**src/rtl/debug_stepper.sv**
```systemverilog
// Debug stepper: run/halt/single-step control for a pipeline controller,
// with a PC breakpoint and a counter of clocks on which the pipeline advanced.
module debug_stepper #(
  parameter bit RESET_HALT = 1'b0,
  parameter int CNT_W      = 32
) (
  input  logic             clk,
  input  logic             rst,
  input  logic             cmd_run,
  input  logic             cmd_halt,
  input  logic             cmd_step,
  input  logic [7:0]       step_n,
  input  logic             bp_en,
  input  logic [31:0]      bp_addr,
  input  logic [31:0]      inst_addr,
  input  logic             if_valid,
  output logic             debug_en,
  output logic             debug_step,
  output logic             halted,
  output logic             bp_hit,
  output logic [7:0]       steps_left,
  output logic [CNT_W-1:0] adv_cnt
);

  typedef enum logic [1:0] {
    ST_RUN     = 2'd0,
    ST_HALT    = 2'd1,
    ST_STEP_HI = 2'd2,
    ST_STEP_LO = 2'd3
  } state_t;

  localparam state_t           RESET_STATE = RESET_HALT ? ST_HALT : ST_RUN;
  localparam logic [CNT_W-1:0] CNT_ONE     = {{(CNT_W-1){1'b0}}, 1'b1};

  state_t           r_state;
  state_t           w_stateNext;
  logic [7:0]       r_stepsLeft;
  logic [7:0]       w_stepsNext;
  logic             r_bpHit;
  logic             w_bpHitNext;
  logic             r_stepPrev;
  logic [CNT_W-1:0] r_advCnt;
  logic             w_bpMatch;
  logic             w_stepRise;
  logic             w_advance;

  assign w_bpMatch  = bp_en && if_valid && (inst_addr == bp_addr);
  assign w_stepRise = cmd_step && !r_stepPrev;
  assign w_advance  = (r_state == ST_RUN) || (r_state == ST_STEP_HI);

  always_ff @(posedge clk) begin
    if (rst) begin
      r_state     <= RESET_STATE;
      r_stepsLeft <= 8'd0;
      r_bpHit     <= 1'b0;
      r_stepPrev  <= 1'b0;
      r_advCnt    <= '0;
    end else begin
      r_state     <= w_stateNext;
      r_stepsLeft <= w_stepsNext;
      r_bpHit     <= w_bpHitNext;
      r_stepPrev  <= cmd_step;
      if (w_advance) begin
        r_advCnt <= r_advCnt + CNT_ONE;
      end
    end
  end

  // cmd_halt outranks a breakpoint, which outranks cmd_run, which outranks a step edge.
  // A breakpoint is only looked at on clocks where the pipeline actually advances.
  always_comb begin
    w_stateNext = r_state;
    w_stepsNext = r_stepsLeft;
    w_bpHitNext = r_bpHit;
    case (r_state)
      ST_RUN: begin
        if (cmd_halt) begin
          w_stateNext = ST_HALT;
        end else if (w_bpMatch) begin
          w_stateNext = ST_HALT;
          w_bpHitNext = 1'b1;
        end
      end
      ST_HALT: begin
        if (!cmd_halt) begin
          if (cmd_run) begin
            w_stateNext = ST_RUN;
            w_bpHitNext = 1'b0;
          end else if (w_stepRise) begin
            w_stateNext = ST_STEP_HI;
            w_stepsNext = (step_n == 8'd0) ? 8'd0 : step_n - 8'd1;
          end
        end
      end
      ST_STEP_HI: begin
        w_stateNext = ST_STEP_LO;
        if (cmd_halt) begin
          w_stepsNext = 8'd0;
        end else if (w_bpMatch) begin
          w_stepsNext = 8'd0;
          w_bpHitNext = 1'b1;
        end
      end
      ST_STEP_LO: begin
        // A zero count here also covers a breakpoint or halt seen on the preceding pulse.
        if (cmd_halt || (r_stepsLeft == 8'd0)) begin
          w_stateNext = ST_HALT;
          w_stepsNext = 8'd0;
        end else begin
          w_stateNext = ST_STEP_HI;
          w_stepsNext = r_stepsLeft - 8'd1;
        end
      end
      default: begin
        w_stateNext = RESET_STATE;
      end
    endcase
  end

  assign debug_en   = (r_state != ST_RUN);
  assign debug_step = (r_state == ST_STEP_HI);
  assign halted     = (r_state == ST_HALT);
  assign bp_hit     = r_bpHit;
  assign steps_left = r_stepsLeft;
  assign adv_cnt    = r_advCnt;

endmodule

```
**config.mk**
```make
export PLATFORM = sky130hd
export DESIGN_NAME = debug_stepper
export DESIGN_NICKNAME = d
export VERILOG_FILES = /design/src/rtl/debug_stepper.sv
export SDC_FILE = /design/constraint.sdc
export NUM_CORES = 1
export LEC_CHECK = 0
export BUFFER_PORTS_ARGS = -buffer_cell sky130_fd_sc_hd__buf_2
export CAP_MARGIN = 5
export CORE_MARGIN = 3
export CORE_UTILIZATION = 40
export DETAILED_ROUTE_END_ITERATION = 10
export HOLD_SLACK_MARGIN = 0.02
export PLACE_DENSITY = 0.73
export SLEW_MARGIN = 25
export SYNTH_ARGS = -nofsm -noshare
export SYNTH_HDL_FRONTEND = slang
export SYNTH_SLANG_ARGS = --single-unit
```
**constraint.sdc**
```tcl
create_clock -name clk -period 1.8 [get_ports clk]
set_input_delay 0.18 -clock clk [delete_from_list [all_inputs] [get_ports clk]]
set_output_delay 0.18 -clock clk [all_outputs]
set_load 0.005 [all_outputs]
```
==> parameters.txt, run 1 <==
Parameter                              Value

Status
  Outcome    complete, no violations

Layout
  Layout cell share with drive strength beyond 1    39.6%
  Area growth from synthesis to layout    42.5%
  # diodes    0
  Core Util, Final    about three fifths
  Total Nets Final    565

Logic synthesis
  Top FF cell, synth    dfxtp_1
  Post-Synthesis Mean Instance Area    8.22 µm²
  Distinct cell type count after synthesis    roughly 50
  Most repeated cell in the gate-level netlist after synthesis    dfxtp_1
  Cell types with the largest area share after synthesis    dfxtp_1 (33%), xor2_1 (12%), xnor2_1 (8.2%)
  Total of flip-flops plus latches after synthesis    44
  Number of synthesized flops with an enable pin    0
  Post-synthesis cell type with the largest combined area    dfxtp_1
  Cell area after synthesis    roughly 2700 µm²
  Area share of the largest cell type after synthesis    33.2%
  Top post-synthesis cells by count    dfxtp_1 (44), nor2_1 (43), xor2_1 (35)
  Net Count, Synth    roughly 400
  Sequential fraction of the synthesis area    between 30 and 40%
  Share of synthesized flip-flops with an asynchronous set or reset    0%
  Warnings from Yosys    0
  Gate count of the mapped netlist    approximately 320

Timing
  Final max-slew violation count    0
  Final worst path period need    roughly 1.7 ns
  FMAX    592 MHz
  Fin. Hold Viols    0
  Clk_skew    slightly above 0.006 ns
  Worst relative slew slack    68.9%
  Setup violations, final    0
  Final period util    between 90% and 100%
  RSZ-0062 raised after global routing    false
  Worst-Margin Slew    0.455 ns

Setup path
  Endpoint arrival time on the critical path    between 1.5 and 2 ns
  Setup crit start kind    primary input
  Worst Setup End Kind    register
  Data required time of the critical path    between 1.5 and 2 ns
  Cell class contributing the biggest share of worst-path delay    simple AND/OR/NAND/NOR gates
  Max Fanout on Critical Path    3
  Cells along the critical path    buf_2, or4_1, or4_1, a31o_1, o21a_1, a32o_1
  Worst setup path category    primary input to register
  Cell repeated most along the worst path    or4_1
  Worst path bufs/invs    1
  Library cell contributing the largest single delay on the critical path    or4_1
  CP peak stage delay    0.54 ns

Routing
  Detailed route wirelength on metal2    roughly 3.8 mm
  Routed Antenna Nets    0
  Number of DRC violations after detailed routing    0
  Drt first-iter violations    77
  Vias per cell    just over 5
  Number of optimization iterations in the first detailed-route pass    4
  Overall via count from detail_route    2890
  Wire length on met1    between 2 and 3 mm
  Top Layer Used    met4
  Met3 Routed Length    about 520 µm
  Post-detailed-route wirelength per cell    around 13 µm
  Wirelength, routed    a little over 7 mm

Clock tree
  Number of levels in the clock H-tree    2
  Number of clock sinks    44
  CTS tree    done
  Count of buffers added by post-CTS timing repair for setup    0
  CTS root buffer    clkbuf_8
  Clock edge transition at the registers on the reported setup and hold paths    ~0.08 ns
  Clk_lat worst skew    0.29 ns
  Total CTS buffers    5
  Number of buffers inserted for hold repair after clock tree synthesis    0
  Clock Path Buffers    2

GRT
  Aggregate global routing overflow    0
  Pin count of the biggest net entering global routing    33
  Number of global-route vias before repair    between 2000 and 3000
  Total global routing track utilization    approximately 19%
  Global-route wire length before repair    12.2 mm
  Initial antenna violation count    0

Die
  Die extent in y    87.5 µm
  Die Outline Area    about 7700 µm²
  Area inside the core boundary    ~6400 µm²
  Effective utilization at floorplan    between 40% and 50%
  Die width    87.5 µm
  Total number of placement rows    29
  Total I/O pin count    between 100 and 150

Pwr
  Worst voltage drop across the vdd grid    around 0.45 mV
  Power density over the cells    589 nW/µm²
  Overall power    2.23 mW
  P_leak    around 1.8 nW

Place
  Input/output buffers    122
  RePlAce Congestion    approximately 0.84
  Detailed placer's ending HPWL    5.92 mm

Job
  Max-cap violations    0

Hold path
  Type of the worst min-delay path    primary input to register
[final cells by class]
type	count	area, µm²
Timing Repair Buffer	160	896
Fill cell	589	2600
Tap cell	77	96.3
Clock inverter	2	38.8
Sequential cell	44	885
Clock buffer	6	82.6
Inverter	15	56.3
Multi-Input combinational cell	255	1730
[timing repair]
action	4_1_cts	5_1_grt
resized for setup	1	12
endpoints found under the setup margin	1	15
pin swaps	0	1
[path summary, 6_finish.rpt]
path / cells past startpoint / slack [ns] / to / startpoint
min: 2 / 0.11 / r_stepPrev$_SDFF_PP0_ / cmd_step
max reg2reg: 6 / 0.13 / adv_cnt[16]$_SDFFE_PP0P_ / adv_cnt[0]$_SDFFE_PP0P_
min reg2reg: 2 / 0.50 / bp_hit$_SDFFE_PP0P_ / bp_hit$_SDFFE_PP0P_
max: 6 / 0.11 / steps_left[7]$_SDFFE_PP0P_ / step_n[3]
[stage by stage]
step | setup TNS, ns | hold slack (ns) | cells | area, µm² | setup WS [ns]
after global routing | 0 | 0.116 | 559 | 3780 | 0.0219
after CTS | 0 | 0.102 | 559 | 3740 | 0.0142
after floorplan | -0.0143 | 0.308 | 323 | 2660 | -0.0143
after detailed placement | -1.14 | 0.429 | 551 | 3620 | -0.200
final | 0 | 0.106 | 559 | 3780 | 0.110
after global placement | -0.988 | 0.407 | 551 | 3620 | -0.172
[routing by layer]
| layer | GRT usage, % | up-vias |
|---|---|---|
| li1 | - | 1456 |
| met1 | 21.7 | 1311 |
| met2 | 36.5 | 110 |
| met3 | 3.97 | 13 |
| met4 | 5.44 | 0 |
| met5 | 0 | - |
[registers in the layout, summed over array words and instances (netlist names)]
register / cells
bp_hit: 1
r_stepPrev: 1
adv_cnt: 32
steps_left: 8
r_state: 2
[where the power goes]
| group | internal, mW | switching, mW | leakage, nW |
|---|---|---|---|
| combinational | 0.219 | 0.204 | 1.33 |
| sequential | 0.995 | 0.0193 | 0.357 |
| clock | 0.454 | 0.337 | 0.0614 |
| total | 1.67 | 0.560 | 1.75 |
[layout by cell type (no fill, tap or decap), types with 2 or more instances in the layout]
cell	instances
buf_2	122
nor2_1	43
dfxtp_1	41
buf_4	38
xor2_1	35
xnor2_1	25
nand2_1	18
inv_1	15
nand3_1	11
nor3_1	11
o21ai_0	11
nand4_1	10
a21oi_1	9
nor4_1	8
nor2b_1	6
clkbuf_8	6
a32o_1	5
ha_1	5
nand2b_1	4
or3_1	4
nor4_2	3
a2111oi_0	3
and3_1	3
a22oi_1	3
dfxtp_2	3
or2_2	2
or2_4	2
a31oi_1	2
or4_1	2
nor3_2	2
a211oi_1	2
o22ai_1	2
[cell families (layout without fill, tap and decap cells)]
group,after synthesis,count (layout),share of synthesized area (%)
adders and majority gates,5,5,2.36
AOI/OAI and AO/OA,49,49,13.0
and+or+nand+nor,140,140,27.7
DFF,44,44,33.2
buffers and inverters,24,183,3.58
muxes,1,1,0.377
xor gates and xnor gates,60,60,19.8
Power figures use the tool's default switching activity.
==> run 2: changes to the inputs <==
==> constraint.sdc (replaced) <==
create_clock -name clk -period 1.8 [get_ports clk]
set_input_delay 0.36 -clock clk [delete_from_list [all_inputs] [get_ports clk]]
set_output_delay 0.36 -clock clk [all_outputs]
set_load 0.005 [all_outputs]
==> parameters.txt, run 2 (synthesis results as in run 1) <==
Parameter                              Value

Layout
  Commonest non-fill, non-tap cells in the layout    buf_2 (121), nor2_1 (43), dfxtp_1 (40), buf_4 (40), xor2_1 (35) (was buf_2 (122), nor2_1 (43), dfxtp_1 (41), buf_4 (38), xor2_1 (35))
  Most frequent standard cell in the layout excluding fill and tap cells    buf_2 (unchanged)
  Layout cell share with drive strength beyond 1    40.8% (was 39.6%)
  Total Nets Final    568 (was 565)
  Area growth from synthesis to layout    43.9% (was 42.5%)
  Core Util, Final    59.9% (was 59.3%)
  # diodes    0 (unchanged)
  Flip-flop count of the largest register, all copies and words added    32 (unchanged)
  Final std cell area, no fill    3820 µm² (was 3780 µm²)
  Number of standard cells in the final layout excluding fillers    562 (was 559)

Timing
  Final worst path period need    1.81 ns (was 1.69 ns)
  RSZ-0062 raised after global routing    true (was false)
  Final max-slew violation count    0 (unchanged)
  Worst-Margin Slew    0.381 ns (was 0.455 ns)
  Setup violations, final    1 (was 0)
  Total negative slack for setup checks    -0.00744 ns (was 0 ns)
  Final worst-path setup slack    -0.00744 ns (was 0.110 ns)
  Post-Route Hold Slack    0.296 ns (was 0.106 ns)
  Fin. Hold Viols    0 (unchanged)
  Final period util    100% (was 93.9%)
  Clk_skew    0.00529 ns (was 0.00621 ns)
  FMAX    553 MHz (was 592 MHz)
  Worst relative slew slack    73.9% (was 68.9%)

GRT
  Pin count of the biggest net entering global routing    29 (was 33)
  Number of global-route vias before repair    2690 (was 2894)
  Initial antenna violation count    0 (unchanged)
  Total global routing track utilization    18.4% (was 19.4%)
  Aggregate global routing overflow    0 (unchanged)
  Global-route wire length before repair    11.5 mm (was 12.2 mm)

Die
  Area inside the core boundary    6390 µm² (unchanged)
  Total I/O pin count    123 (unchanged)
  Total number of placement rows    29 (unchanged)
  Die extent in y    87.5 µm (unchanged)
  Effective utilization at floorplan    41.6% (unchanged)
  Die width    87.5 µm (unchanged)
  Die Outline Area    7650 µm² (unchanged)

Clock tree
  Number of clock sinks    44 (unchanged)
  Total CTS buffers    5 (unchanged)
  Clock Path Buffers    2 (unchanged)
  Count of buffers added by post-CTS timing repair for setup    0 (unchanged)
  Number of buffers inserted for hold repair after clock tree synthesis    0 (unchanged)
  Number of levels in the clock H-tree    2 (unchanged)
  CTS root buffer    clkbuf_8 (unchanged)
  CTS tree    done (unchanged)
  Clk_lat worst skew    0.29 ns (about the same)
  Clock edge transition at the registers on the reported setup and hold paths    0.08 ns (about the same)

Routing
  Wirelength, routed    7.36 mm (was 7.24 mm)
  Number of DRC violations after detailed routing    0 (unchanged)
  Overall via count from detail_route    2889 (was 2890)
  Drt first-iter violations    124 (was 77)
  Routed Antenna Nets    0 (unchanged)
  Post-detailed-route wirelength per cell    13.1 µm (was 13.0 µm)
  Vias per cell    5.14 (was 5.17)
  Number of optimization iterations in the first detailed-route pass    4 (unchanged)

Setup path
  Endpoint arrival time on the critical path    1.99 ns (was 1.88 ns)
  Max Fanout on Critical Path    2 (was 3)
  Register-to-register setup slack    0.12 ns (was 0.13 ns)
  Setup crit start kind    primary input (unchanged)
  Data required time of the critical path    1.99 ns (about the same)
  Worst setup path category    primary input to register (unchanged)
  Worst Setup End Kind    register (unchanged)

Place
  RePlAce Congestion    0.920 (was 0.838)
  Placed cell areas    3640 µm² (was 3620 µm²)
  Input/output buffers    122 (unchanged)
  Post-Place Setup Slack    -0.396 ns (was -0.200 ns)
  Detailed placer's ending HPWL    5.93 mm (was 5.92 mm)
  Number of cells after detailed placement    554 (was 551)

Hold path
  Type of the worst min-delay path    primary input to register (unchanged)

Pwr
  P_leak    1.76 nW (was 1.75 nW)
  Power density over the cells    546 nW/µm² (was 589 nW/µm²)
  Overall power    2.09 mW (was 2.23 mW)
  Worst voltage drop across the vdd grid    0.463 mV (was 0.446 mV)

Status
  Violated checks    setup timing
  Outcome    complete, but fails checks (was complete, no violations)

Job
  Max-cap violations    0 (unchanged)
[run 2: cell count changes in the layout (fill, tap and decap cells not counted), moves of 2 or more]
cell,before,now
or4_4,0,2
nor4_1,8,6
or4_1,2,0
clkbuf_1,0,2
nor4_2,3,5
buf_4,38,40
buf_6,0,2
[run 2: what timing repair did]
item,in CTS,in global routing
resized for setup,5,19
pin swaps,3,4
endpoints found under the setup margin,4,22
[run 2: report_power, final]
part	total, mW	leakage [nW]	internal, mW	switching (mW)
Clock	0.635	0.0455	0.313	0.322
Sequential	1.01	0.358	0.995	0.0193
Combinational	0.437	1.36	0.229	0.208
[run 2: layer usage]
layer  GRT usage (%)  up-vias  part of all wire [%]
li1                -     1467                     -
met1            20.7     1306                    41
met2            34.8      107                    51
met3            3.50        9                   6.4
met4            5.02        0                  0.98
met5               0        -                     0
[run 2: layout make-up]
type                            count  area (µm²)
Clock buffer                        8        90.1
Fill cell                         577        2560
Inverter                           15        56.3
Multi-Input combinational cell    255        1770
Sequential cell                    44         886
Tap cell                           77        96.3
Timing Repair Buffer              163         928
[run 2: path summary, 6_finish.rpt]
path	start	endpoint	depth (start not counted)
setup / recovery	step_n[3]	steps_left[7]$_SDFFE_PP0P_	6
hold / removal	cmd_step	r_stepPrev$_SDFF_PP0_	2
setup reg to reg	r_state[0]$_SDFFE_PP0P_	adv_cnt[31]$_SDFFE_PP0P_	7
hold reg to reg	bp_hit$_SDFFE_PP0P_	bp_hit$_SDFFE_PP0P_	2
[run 2: critical path, stage by stage]
cell and delay, ns:
buf_6 0.09, or4_4 0.53, or4_4 0.44, a31o_1 0.19, o21a_1 0.18, a32o_1 0.20
